$ cat src/rtl/instr_loader_pkg.sv
// instr_loader_pkg: sizing helpers and default-configuration constants shared by instr_loader.
package instr_loader_pkg;

    function automatic int clog2(input int v);
        int r;
        r = 0;
        while ((1 << r) < v) r++;
        return r;
    endfunction

    function automatic int nbeats(input int instr_w, input int in_w);
        int n;
        n = (instr_w + in_w - 1) / in_w;
        return (n < 1) ? 1 : n;
    endfunction

    function automatic int beat_w(input int instr_w, input int in_w);
        int w;
        w = clog2(nbeats(instr_w, in_w));
        return (w < 1) ? 1 : w;
    endfunction

    localparam int NBEATS = nbeats(16, 8);
    localparam int BEAT_W = beat_w(16, 8);
    localparam int PTR_W  = clog2(4);
    localparam int CNT_W  = PTR_W + 1;

endpackage

$ cat src/rtl/instr_loader_btn_conditioner.sv
// btn_conditioner: synchronises a raw button, debounces it and emits one pulse per accepted press.
module btn_conditioner
    import instr_loader_pkg::*;
#(
    parameter int SYNC_STAGES  = 2,
    parameter int DEBOUNCE_CYC = 16
) (
    input  logic clk,
    input  logic rst_n,
    input  logic i_btn,
    output logic o_pulse
);
    localparam int CW = clog2(DEBOUNCE_CYC + 1);

    logic [SYNC_STAGES-1:0] r_sync;
    logic [CW-1:0]          r_cnt;
    logic                   r_db;
    logic                   r_db_prev;
    logic                   w_sync;

    assign w_sync  = r_sync[SYNC_STAGES-1];
    assign o_pulse = r_db & ~r_db_prev;

    always_ff @(posedge clk or negedge rst_n) begin
        if (!rst_n) begin
            r_sync    <= '0;
            r_cnt     <= '0;
            r_db      <= 1'b0;
            r_db_prev <= 1'b0;
        end else begin
            r_sync    <= {r_sync[SYNC_STAGES-2:0], i_btn};
            r_db_prev <= r_db;
            if (w_sync == r_db) begin
                r_cnt <= '0;
            end else if (r_cnt == CW'(DEBOUNCE_CYC - 1)) begin
                r_db  <= w_sync;
                r_cnt <= '0;
            end else begin
                r_cnt <= r_cnt + 1'b1;
            end
        end
    end

endmodule

$ cat src/rtl/instr_loader.sv
// instr_loader: assembles multi-beat instructions from debounced button presses into an FWFT queue.
module instr_loader
    import instr_loader_pkg::*;
#(
    parameter int IN_W         = 8,
    parameter int INSTR_W      = 16,
    parameter int DEPTH        = 4,
    parameter int SYNC_STAGES  = 2,
    parameter int DEBOUNCE_CYC = 16
) (
    input  logic                              clk,
    input  logic                              rst_n,
    input  logic [IN_W-1:0]                   data_in,
    input  logic                              btn_load,
    input  logic                              btn_abort,
    output logic [INSTR_W-1:0]                instr_out,
    output logic                              instr_valid,
    input  logic                              instr_ready,
    output logic [beat_w(INSTR_W, IN_W)-1:0]  beat_idx,
    output logic [clog2(DEPTH):0]             count,
    output logic                              full,
    output logic                              overflow,
    input  logic                              clr_overflow
);
    localparam int NB = nbeats(INSTR_W, IN_W);
    localparam int BW = beat_w(INSTR_W, IN_W);
    localparam int PW = clog2(DEPTH);

    logic               w_ld;
    logic               w_ab;
    logic               w_last;
    logic               w_push;
    logic               w_pop;
    logic               w_acc;
    logic [INSTR_W-1:0] w_asm_ld;
    logic [INSTR_W-1:0] r_asm;
    logic [INSTR_W-1:0] r_mem [DEPTH];
    logic [PW-1:0]      r_wr;
    logic [PW-1:0]      r_rd;
    logic [PW:0]        r_cnt;
    logic [BW-1:0]      r_beat;
    logic               r_ovf;

    btn_conditioner #(.SYNC_STAGES(SYNC_STAGES), .DEBOUNCE_CYC(DEBOUNCE_CYC)) u_load (
        .clk(clk), .rst_n(rst_n), .i_btn(btn_load), .o_pulse(w_ld)
    );

    btn_conditioner #(.SYNC_STAGES(SYNC_STAGES), .DEBOUNCE_CYC(DEBOUNCE_CYC)) u_abort (
        .clk(clk), .rst_n(rst_n), .i_btn(btn_abort), .o_pulse(w_ab)
    );

    // Each assembly bit takes data_in only when its beat slot is the current one; the top slot truncates naturally.
    for (genvar i = 0; i < INSTR_W; i++) begin : g_asm
        assign w_asm_ld[i] = (r_beat == BW'(i / IN_W)) ? data_in[i % IN_W] : r_asm[i];
    end

    assign w_last      = (r_beat == BW'(NB - 1));
    assign w_push      = w_ld & ~w_ab & w_last;
    assign w_pop       = instr_valid & instr_ready;
    assign w_acc       = w_push & (~full | w_pop);
    assign instr_valid = (r_cnt != '0);
    assign full        = (r_cnt == (PW + 1)'(DEPTH));
    assign instr_out   = instr_valid ? r_mem[r_rd] : '0;
    assign beat_idx    = r_beat;
    assign count       = r_cnt;
    assign overflow    = r_ovf;

    always_ff @(posedge clk or negedge rst_n) begin
        if (!rst_n) begin
            r_asm  <= '0;
            r_beat <= '0;
            r_wr   <= '0;
            r_rd   <= '0;
            r_cnt  <= '0;
            r_ovf  <= 1'b0;
            for (int k = 0; k < DEPTH; k++) r_mem[k] <= '0;
        end else begin
            if (w_ab) begin
                r_beat <= '0;
                r_asm  <= '0;
            end else if (w_ld) begin
                r_beat <= w_last ? '0 : r_beat + 1'b1;
                r_asm  <= w_last ? '0 : w_asm_ld;
            end
            if (w_acc) begin
                r_mem[r_wr] <= w_asm_ld;
                r_wr        <= r_wr + 1'b1;
            end
            if (w_pop) r_rd <= r_rd + 1'b1;
            if (w_acc & ~w_pop) r_cnt <= r_cnt + 1'b1;
            else if (w_pop & ~w_acc) r_cnt <= r_cnt - 1'b1;
            // A dropped word outranks a same-cycle clear.
            if (w_push & full & ~w_pop) r_ovf <= 1'b1;
            else if (clr_overflow) r_ovf <= 1'b0;
        end
    end

endmodule

$ cat config.mk
export PLATFORM = sky130hd
export DESIGN_NAME = instr_loader
export DESIGN_NICKNAME = d
export VERILOG_FILES = /design/src/rtl/instr_loader_pkg.sv /design/src/rtl/instr_loader_btn_conditioner.sv /design/src/rtl/instr_loader.sv
export SDC_FILE = /design/constraint.sdc
export NUM_CORES = 1
export LEC_CHECK = 0
export CORE_ASPECT_RATIO = 0.5
export CORE_UTILIZATION = 25
export CTS_CLUSTER_SIZE = 30
export DETAILED_ROUTE_END_ITERATION = 12
export PLACE_DENSITY = 0.44
export SLEW_MARGIN = 20
export SYNTH_ARGS = -nofsm -noshare
export SYNTH_HDL_FRONTEND = slang
export SYNTH_SLANG_ARGS = --single-unit
$ cat constraint.sdc
create_clock -name clk -period 4.8 [get_ports clk]
set_clock_uncertainty 0.1 [all_clocks]
set_input_delay 0.96 -clock clk [delete_from_list [all_inputs] [get_ports clk]]
set_output_delay 0.96 -clock clk [all_outputs]
set_load 0.02 [all_outputs]
==> flow_summary.toml, run 1 <==
[placed_design]
place_hpwl_mm = 6.53
place_area_sq_um = 5600
place_ws_ps = 1380
port_buffers = 36
dpl.cell_count = 610
place.gp.congestion = 0.665

[synth]
synth_area_leaders = "dfrtp_1, mux2_4, mux2_2"
ys_seq_area_share_pct = 53.3
async_flop_share_pct = 100
syn_nets = 341
ys_ff_latch = 107
synth_top_cell_by_area = "dfrtp_1"
ys.flop_type = "dfrtp_1"
ys_types = 32
synth-edff-count = 0
synth.top_cell.area_share_pct = 53.3
avgSynthCellArea_sq_um = 15.7
syn_area_sq_um = 5020
postSynthCellCount = 319
synth_warnings = 0

[worst_setup_path]
r2r_slack_ps = 2180
critPathKind = "reg -> out"
worstPathMaxFanout = 13
worstSetupEndpointType = "output pin"
crit_required_ps = 3740
crit_arrival_ps = 2570
rr_endpoint = "count[2]$_DFFE_PN0P_"
crit_path_start_kind = "flop"
r2r-start = "count[0]$_DFFE_PN0P_"
crit_start = "r_rd[0]$_DFFE_PN0P_"
ff2ff_path_depth = 8

[grt]
grt_overflow_total = 0
track_usage_pct = 10.6
met2_usage_pct = 15.9
grt_pass1_wl_mm = 16.2
gr-usage-met1_pct = 15.1
use_met3_pct = 2.49
grt_max_degree = 61
top_usage_layer = "met2"
antenna_found_initial = 0
grt_pass1_vias = 2681

[power_and_ir_drop]
power_density_nw_per_um2 = 343
peakVddDrop_mv = 0.147
power_leakage_nw = 2.80
finalPower_mw = 2.02

[clocking]
postCtsSetupRepairBufs = 0
clk_path_buf_depth = 2
cts_tree = "done"
clk_latency_ps = 350
cts-resized-gates = 0
path_clk_slew_ps = 80
htree_levels = 3
clockRootBuffer = "clkbuf_16"
ctsHoldBuffers = 0
cts_made_buffers = 9
cts.sinks = 107

[sta]
worst_slew_pin_slew_ps = 1020
slew_headroom_pct = 31.8
fin_crit_sh_pct = 75.5
fin_crit_ps = 3630
layout_setup_ws_ps = 1170
fin_setup_tns_ps = 0
slew_violations = 0
fmax_mhz = 276
setup_violations = 0
hold_viol = 0
whs_ps = 253
rsz0062_at_grt = "false"

[outcome]
status = "finished clean"

[hold_path]
holdPathStages = 0
min-delay-path-class = "reg -> reg"
hold_path_end = "u_abort.r_sync[1]$_DFF_PN0_"
hold_start = "u_abort.r_sync[0]$_DFF_PN0_"

[floorplanning]
pin_count = 37
initial_core_util_pct = 25.7
fp.dieH_microns = 102
rows = 36
fp.dieW_microns = 202
core_sq_um = 19500
dieArea_sq_um = 20700

[route]
post_drt_wl_per_cell_microns = 16.4
drtPass1Iterations = 4
via_per_inst = 4.19
drtIter0Drc = 120
num_vias = 2622
ant_nets = 0
routed_wirelength_mm = 10.3
drc = 0

[final_layout]
final_cells = 626
layout.nets = 377
utilization_pct = 30.1
fin_area_sq_um = 5880
n_antenna_cell = 0
area.growth.synth_to_final_pct = 17.0
drive_gt1_share_pct = 35.6

[job]
cap_viol_max_count = 0
==> critical path: stages, from the launching register on <==
cell,delay [ps]
dfrtp_1,560
buf_4,380
mux4_2,570
and2_1,180
clkdlybuf4s50_1,530
==> registers in the layout, summed over array words and instances (netlist names), 3 cells and up <==
| register | cells |
|---|---|
| r_mem | 64 |
| r_asm | 16 |
| u_abort.r_cnt | 5 |
| u_load.r_cnt | 5 |
| count | 3 |
==> per-layer routing <==
| layer | wire length (microns) | up-vias |
|---|---|---|
| met4 | 118 | 0 |
| met2 | 4570 | 18 |
| met5 | 0 | - |
| met3 | 201 | 12 |
| met1 | 5380 | 1379 |
| li1 | - | 1213 |
==> area by class of cell <==
type                    instances  area, sq um
multi-input cells             190         2170
repair buffers                 40          388
well taps                     266          333
clock buffers                   9          225
fillers                      1980        13700
flip-flops and latches        107         2680
inverters                       7         26.3
clock inverters                 7         58.8
==> power by group <==
part	internal (mW)	total (mW)	switching [mW]
combinational	0.147	0.297	0.150
clock	0.361	0.712	0.351
sequential	0.929	1.01	0.0815
==> synthesized netlist by cell type, types with 6 or more instances <==
cell       n
dfrtp_1  107
xor2_1     8
nor2_1     9
mux2_4    40
inv_1      7
nand3_1    6
mux2_2    44
a22o_1     8
and2_1    27
mux4_2    16
ha_1       7
==> worst max-delay path by stage <==
stage / to / slack (ps) / cells after the start
final: instr_out[1] / 1170 / 4
after floorplan: count[1]$_DFFE_PN0P_ / 1920 / 8
after detailed placement: count[1]$_DFFE_PN0P_ / 1380 / 8
after global routing: instr_out[1] / 1040 / 4
after global placement: count[1]$_DFFE_PN0P_ / 1410 / 8
after CTS: instr_out[1] / 1070 / 4
==> placed cells by master (no fill, tap or decap), types with 2 or more instances in the layout <==
| cell type | synthesis | routed |
|---|---|---|
| dfrtp_1 | 107 | 107 |
| mux2_2 | 44 | 44 |
| mux2_4 | 40 | 40 |
| clkdlybuf4s50_1 | 0 | 35 |
| and2_1 | 27 | 27 |
| mux4_2 | 16 | 16 |
| nor2_1 | 9 | 9 |
| clkbuf_16 | 0 | 9 |
| xor2_1 | 8 | 8 |
| a22o_1 | 8 | 8 |
| inv_1 | 7 | 7 |
| ha_1 | 7 | 7 |
| nand3_1 | 6 | 6 |
| buf_4 | 2 | 5 |
| nand4_4 | 4 | 4 |
| xnor2_1 | 4 | 4 |
| o21ai_0 | 2 | 2 |
| nand2_1 | 2 | 2 |
| and3_1 | 2 | 2 |
| inv_6 | 0 | 2 |
| clkinv_4 | 0 | 2 |
==> cells by family (layout without fill, tap and decap cells) <==
kind of cell               Yosys count  after routing  share of synthesized area, %
xor gates and xnor gates            12             12                          2.09
muxes                              100            100                          29.0
and+or+nand+nor                     57             57                          8.02
AOI/OAI and AO/OA                   13             13                          1.97
DFF                                107            107                          53.3
adders and majority gates            8              8                          2.14
buffers and inverters               22             63                          3.49
(Power assumes the default switching activity.)
==> run 2: changes to the inputs <==
==> constraint.sdc (replaced) <==
create_clock -name clk -period 3.6 [get_ports clk]
set_clock_uncertainty 0.1 [all_clocks]
set_input_delay 0.72 -clock clk [delete_from_list [all_inputs] [get_ports clk]]
set_output_delay 0.72 -clock clk [all_outputs]
set_load 0.02 [all_outputs]
==> run 2 against run 1 <==
Clock power up 33%. Power rose by 35%. First-iteration DRC count decreased by 38%. Non-clock buffer count grew 1. Critical path depth unchanged. Sequential power increased by 29%. Flip-flop and latch count stayed put. Worst hold slack better by 1.9 ps. Final cell count is 0.16% higher. Final area grew 0.49%. Critical endpoint is now instr_out[11]. Highest routed layer unchanged.
==> flow_summary.toml, run 2 (synthesized netlist as in run 1, its figures left out) <==
[sta]
hold_viol = 0
worst_slew_pin_slew_ps = 934
slew_headroom_pct = 37.6
fin_crit_sh_pct = 90.0
fmax_mhz = 308
setup_violations = 0
fin_crit_ps = 3240
slew_violations = 0
rsz0062_at_grt = "false"
fin_setup_tns_ps = 0

[worst_setup_path]
rr_endpoint = "count[2]$_DFFE_PN0P_"
r2r-start = "count[0]$_DFFE_PN0P_"
crit_path_start_kind = "flop"
crit_required_ps = 2780
worstSetupEndpointType = "output pin"
crit_arrival_ps = 2420
critPathKind = "reg -> out"
ff2ff_path_depth = 8
r2r_slack_ps = 960
worstPathMaxFanout = 13

[power_and_ir_drop]
seq_power_share_pct = 47.8
pwr-share-comb_pct = 17.4
peakVddDrop_mv = 0.210
pwr-share-clk_pct = 34.8
power_density_nw_per_um2 = 461
power_switching_mw = 0.782
internal_power_mw = 1.94
power_leakage_nw = 2.80
power_switching_share_pct = 28.7

[route]
num_vias = 2590
routed_wirelength_mm = 10.2
drtPass1Iterations = 4
via_per_inst = 4.13
drtIter0Drc = 75
ant_nets = 0
drc = 0
post_drt_wl_per_cell_microns = 16.3

[clocking]
cts.sinks = 107
postCtsSetupRepairBufs = 0
clk_latency_ps = 340
cts_made_buffers = 9
path_clk_slew_ps = 80
htree_levels = 3
cts_tree = "done"
clockRootBuffer = "clkbuf_16"
clk_path_buf_depth = 2
ctsHoldBuffers = 0
cts-resized-gates = 0

[floorplanning]
fp.dieW_microns = 202
fp.dieH_microns = 102
initial_core_util_pct = 25.7
core_sq_um = 19500
dieArea_sq_um = 20700
pin_count = 37
rows = 36

[final_layout]
fin_area_sq_um = 5910
layout_commonest_cell = "dfrtp_1"
n_antenna_cell = 0
final_cell_mix = "dfrtp_1, mux2_2, mux2_4"
area.growth.synth_to_final_pct = 17.6
largest_register = "r_mem"
layout.nets = 378
reg_top3 = "r_mem (64), r_asm (16)"
multi_input_area_sq_um = 2170
seqCellArea_sq_um = 2680
fillers = 1967
largest_reg_flops = 64
drive_gt1_share_pct = 35.5

[placed_design]
place_hpwl_mm = 6.67
port_buffers = 36
place_area_sq_um = 5630
place.gp.congestion = 0.696

[grt]
grt_pass1_vias = 2783
grt_pass1_wl_mm = 16.8
grt_max_degree = 61
antenna_found_initial = 0
grt_overflow_total = 0
track_usage_pct = 10.8

[hold_path]
min-delay-path-class = "reg -> reg"
hold_start = "u_load.r_sync[0]$_DFF_PN0_"
hold_path_end = "u_load.r_sync[1]$_DFF_PN0_"
holdPathStages = 0

[job]
cap_viol_max_count = 0

[outcome]
status = "finished clean"
[run 2: cell count changes in the layout (fill, tap and decap cells not counted), sizes merged]
cell and change:
buf +1, clkinv -1, clkinvlp +2, inv -2, clkbuf +1
[run 2: final cells by class]
class,instances,area share (%)
Timing Repair Buffer,41,7.12
Clock inverter,6,0.868
Multi-Input combinational cell,190,36.7
Inverter,7,0.445
Tap cell,266,5.63
Clock buffer,10,3.88
Sequential cell,107,45.3
[run 2: through the flow]
stage | std cells | hold slack [ps] | total power, mW | util, % | setup slack [ps]
2_1_floorplan | 319 | 231 | 1.60 | - | 964
3_3_place_gp | 611 | 239 | 1.82 | 28.8 | 466
3_5_place_dp | 611 | 239 | 1.82 | 28.8 | 429
4_1_cts | 627 | 257 | 2.78 | 30.2 | 287
5_1_grt | 627 | 282 | 2.86 | 30.2 | 218
6_report | 627 | 255 | 2.72 | 30.2 | 358
[run 2: power groups by stage]
stage	Sequential, mW	Clock, mW	Combinational, mW
after global placement	1.33	0	0.493
after detailed placement	1.33	0	0.492
after CTS	1.30	0.982	0.492
after global routing	1.31	1.03	0.519
after floorplan	1.32	0	0.283
final	1.30	0.947	0.473
[run 2: worst max path at each step]
| stage | startpoint | endpoint | slack, ps | cells after the start |
|---|---|---|---|---|
| finish | r_rd[0]$_DFFE_PN0P_ | instr_out[11] | 360 | 4 |
| global route | r_rd[0]$_DFFE_PN0P_ | instr_out[2] | 220 | 4 |
| CTS | r_rd[0]$_DFFE_PN0P_ | instr_out[2] | 290 | 4 |
| detailed placement | instr_ready | count[1]$_DFFE_PN0P_ | 430 | 8 |
| global placement | instr_ready | count[1]$_DFFE_PN0P_ | 470 | 8 |
| floorplan | instr_ready | count[1]$_DFFE_PN0P_ | 960 | 8 |
[run 2: worst max-delay path, stage by stage (launching register included)]
cell	delay, ps
dfrtp_1	600
buf_12	230
mux4_2	510
and2_1	190
clkdlybuf4s50_1	540
[run 2: metal layers]
metal / GRT usage [%] / share of wire (%) / up-vias
met5: 0 / 0 / -
met4: 2.95 / 0.68 / 0
met3: 2.42 / 2.0 / 5
met2: 16.6 / 46 / 17
met1: 15.3 / 52 / 1353
li1: - / - / 1215
==> run 3: changes to the inputs <==
--- a/config.mk
+++ b/config.mk
@@ -9,7 +9,7 @@
 export CORE_UTILIZATION = 25
 export CTS_CLUSTER_SIZE = 30
 export DETAILED_ROUTE_END_ITERATION = 12
-export PLACE_DENSITY = 0.44
+export PLACE_DENSITY_LB_ADDON = 0.15
 export SLEW_MARGIN = 20
 export SYNTH_ARGS = -nofsm -noshare
 export SYNTH_HDL_FRONTEND = slang
==> run 3 against run 2 <==
Critical path type unchanged. Largest power group unchanged. Largest cell class unchanged. Final cell count down 0.32%. Clock power rose by 14%. Highest routed layer unchanged. Count of clock-buffer cells in the layout decreased by 1. Sequential share of layout area fell by 0.28 points. Flip-flop and latch count is the same. Register-to-register slack worse by 70 ps. Fmax is 1.4% higher. Final area grew 0.61%. Worst hold slack worse by 4.2 ps. Via count grew 3.6%. Die area did not move.
==> flow_summary.toml, run 3 (synthesized netlist as in run 1, its figures left out) <==
[final_layout]
utilization_pct = 30.4
largest_register = "r_mem"
layout.nets = 377
drive_gt1_share_pct = 35.4
largest_reg_flops = 64
reg_top3 = "r_mem (64), r_asm (16)"
final_cell_mix = "dfrtp_1, mux2_2, mux2_4"
layout_commonest_cell = "dfrtp_1"
fillers = 1952
n_antenna_cell = 0
area.growth.synth_to_final_pct = 18.3

[sta]
slew_violations = 0
rsz0062_at_grt = "false"
fin_crit_ps = 3200
worst_slew_pin_slew_ps = 996
slew_headroom_pct = 33.4
whs_ps = 251
fin_crit_sh_pct = 88.8
setup_violations = 0
hold_viol = 0
fin_setup_tns_ps = 0
fmax_mhz = 313

[grt]
grt_overflow_total = 0
gr-usage-met1_pct = 16.0
grt_max_degree = 70
track_usage_pct = 11.5
grt_pass1_vias = 3055
top_usage_layer = "met2"
antenna_found_initial = 0
grt_pass1_wl_mm = 17.9
met2_usage_pct = 18.3
use_met3_pct = 2.52

[worst_setup_path]
worstPathMaxFanout = 19
ff2ff_path_depth = 8
worstSetupEndpointType = "output pin"
crit_arrival_ps = 2380
crit_path_start_kind = "flop"
critPathKind = "reg -> out"
crit_required_ps = 2780

[clocking]
cts_tree = "done"
clk_path_buf_depth = 2
path_clk_slew_ps = 70
htree_levels = 3
cts-resized-gates = 0
postCtsSetupRepairBufs = 0
cts.sinks = 107
clk_latency_ps = 350
cts_made_buffers = 9
clockRootBuffer = "clkbuf_16"
ctsHoldBuffers = 0

[floorplanning]
core_sq_um = 19500
fp.dieW_microns = 202
dieArea_sq_um = 20700
rows = 36
fp.dieH_microns = 102
initial_core_util_pct = 25.7
pin_count = 37

[route]
drtPass1Iterations = 4
drtIter0Drc = 136
post_drt_wl_per_cell_microns = 17.6
routed_wirelength_mm = 11.0
via_per_inst = 4.29
ant_nets = 0
num_vias = 2682
drc = 0

[power_and_ir_drop]
power_leakage_nw = 2.83
pwr-share-clk_pct = 37.7
pwr-share-comb_pct = 17.3
internal_power_mw = 2.07
power_switching_share_pct = 27.6
power_switching_mw = 0.791
power_density_nw_per_um2 = 482
seq_power_share_pct = 45.0
peakVddDrop_mv = 0.332

[job]
cap_viol_max_count = 0

[placed_design]
place.gp.congestion = 0.705
place_hpwl_mm = 7.28
port_buffers = 36

[hold_path]
holdPathStages = 0
min-delay-path-class = "reg -> reg"

[outcome]
status = "finished clean"
## run 3: final cells by class
cell class / instances / area, sq um / share of cell area (%)
Inverter: 7 / 26.3 / 0.442
Multi-Input combinational cell: 190 / 2170 / 36.5
Clock buffer: 9 / 225 / 3.79
Timing Repair Buffer: 40 / 413 / 6.95
Tap cell: 266 / 333 / 5.60
Clock inverter: 6 / 98.8 / 1.66
Sequential cell: 107 / 2680 / 45.0
## run 3: path summary, 6_finish.rpt
path | start | slack, ps | endpoint
setup / recovery | count[0]$_DFFE_PN0P_ | 400 | instr_out[11]
hold / removal | u_abort.r_sync[0]$_DFF_PN0_ | 250 | u_abort.r_sync[1]$_DFF_PN0_
setup reg to reg | count[0]$_DFFE_PN0P_ | 890 | count[2]$_DFFE_PN0P_
hold reg to reg | u_abort.r_sync[0]$_DFF_PN0_ | 250 | u_abort.r_sync[1]$_DFF_PN0_
max in group asynchronous | rst_n | 2240 | r_mem[12]$_DFFE_PN0P_
min in group asynchronous | rst_n | 410 | u_abort.r_cnt[3]$_DFF_PN0_
## run 3: layer usage
metal  part of all wire, %  up-vias
met2                    46       38
met1                    50     1430
met4                  0.75        0
li1                      -     1208
met3                   2.3        6
met5                     0        -
## run 3: through the flow
stage,setup WS [ps],power [mW],instances,area (sq um)
2_1_floorplan,964,1.60,319,5020
3_3_place_gp,445,1.81,610,5620
3_5_place_dp,371,1.83,610,5620
4_1_cts,346,2.91,625,5940
5_1_grt,277,3.00,625,5940
6_report,402,2.87,625,5940
## run 3: critical path: stages (launching register included)
cell and delay, ps:
dfrtp_1 470, or3_2 760, and2_1 250, clkdlybuf4s50_1 550
## run 3: power by group through the flow
stage / Combinational [mW] / Sequential [mW] / Clock (mW)
after global placement: 0.502 / 1.31 / 0
after floorplan: 0.283 / 1.32 / 0
after CTS: 0.518 / 1.29 / 1.11
after detailed placement: 0.515 / 1.31 / 0
final: 0.496 / 1.29 / 1.08
after global routing: 0.542 / 1.30 / 1.16
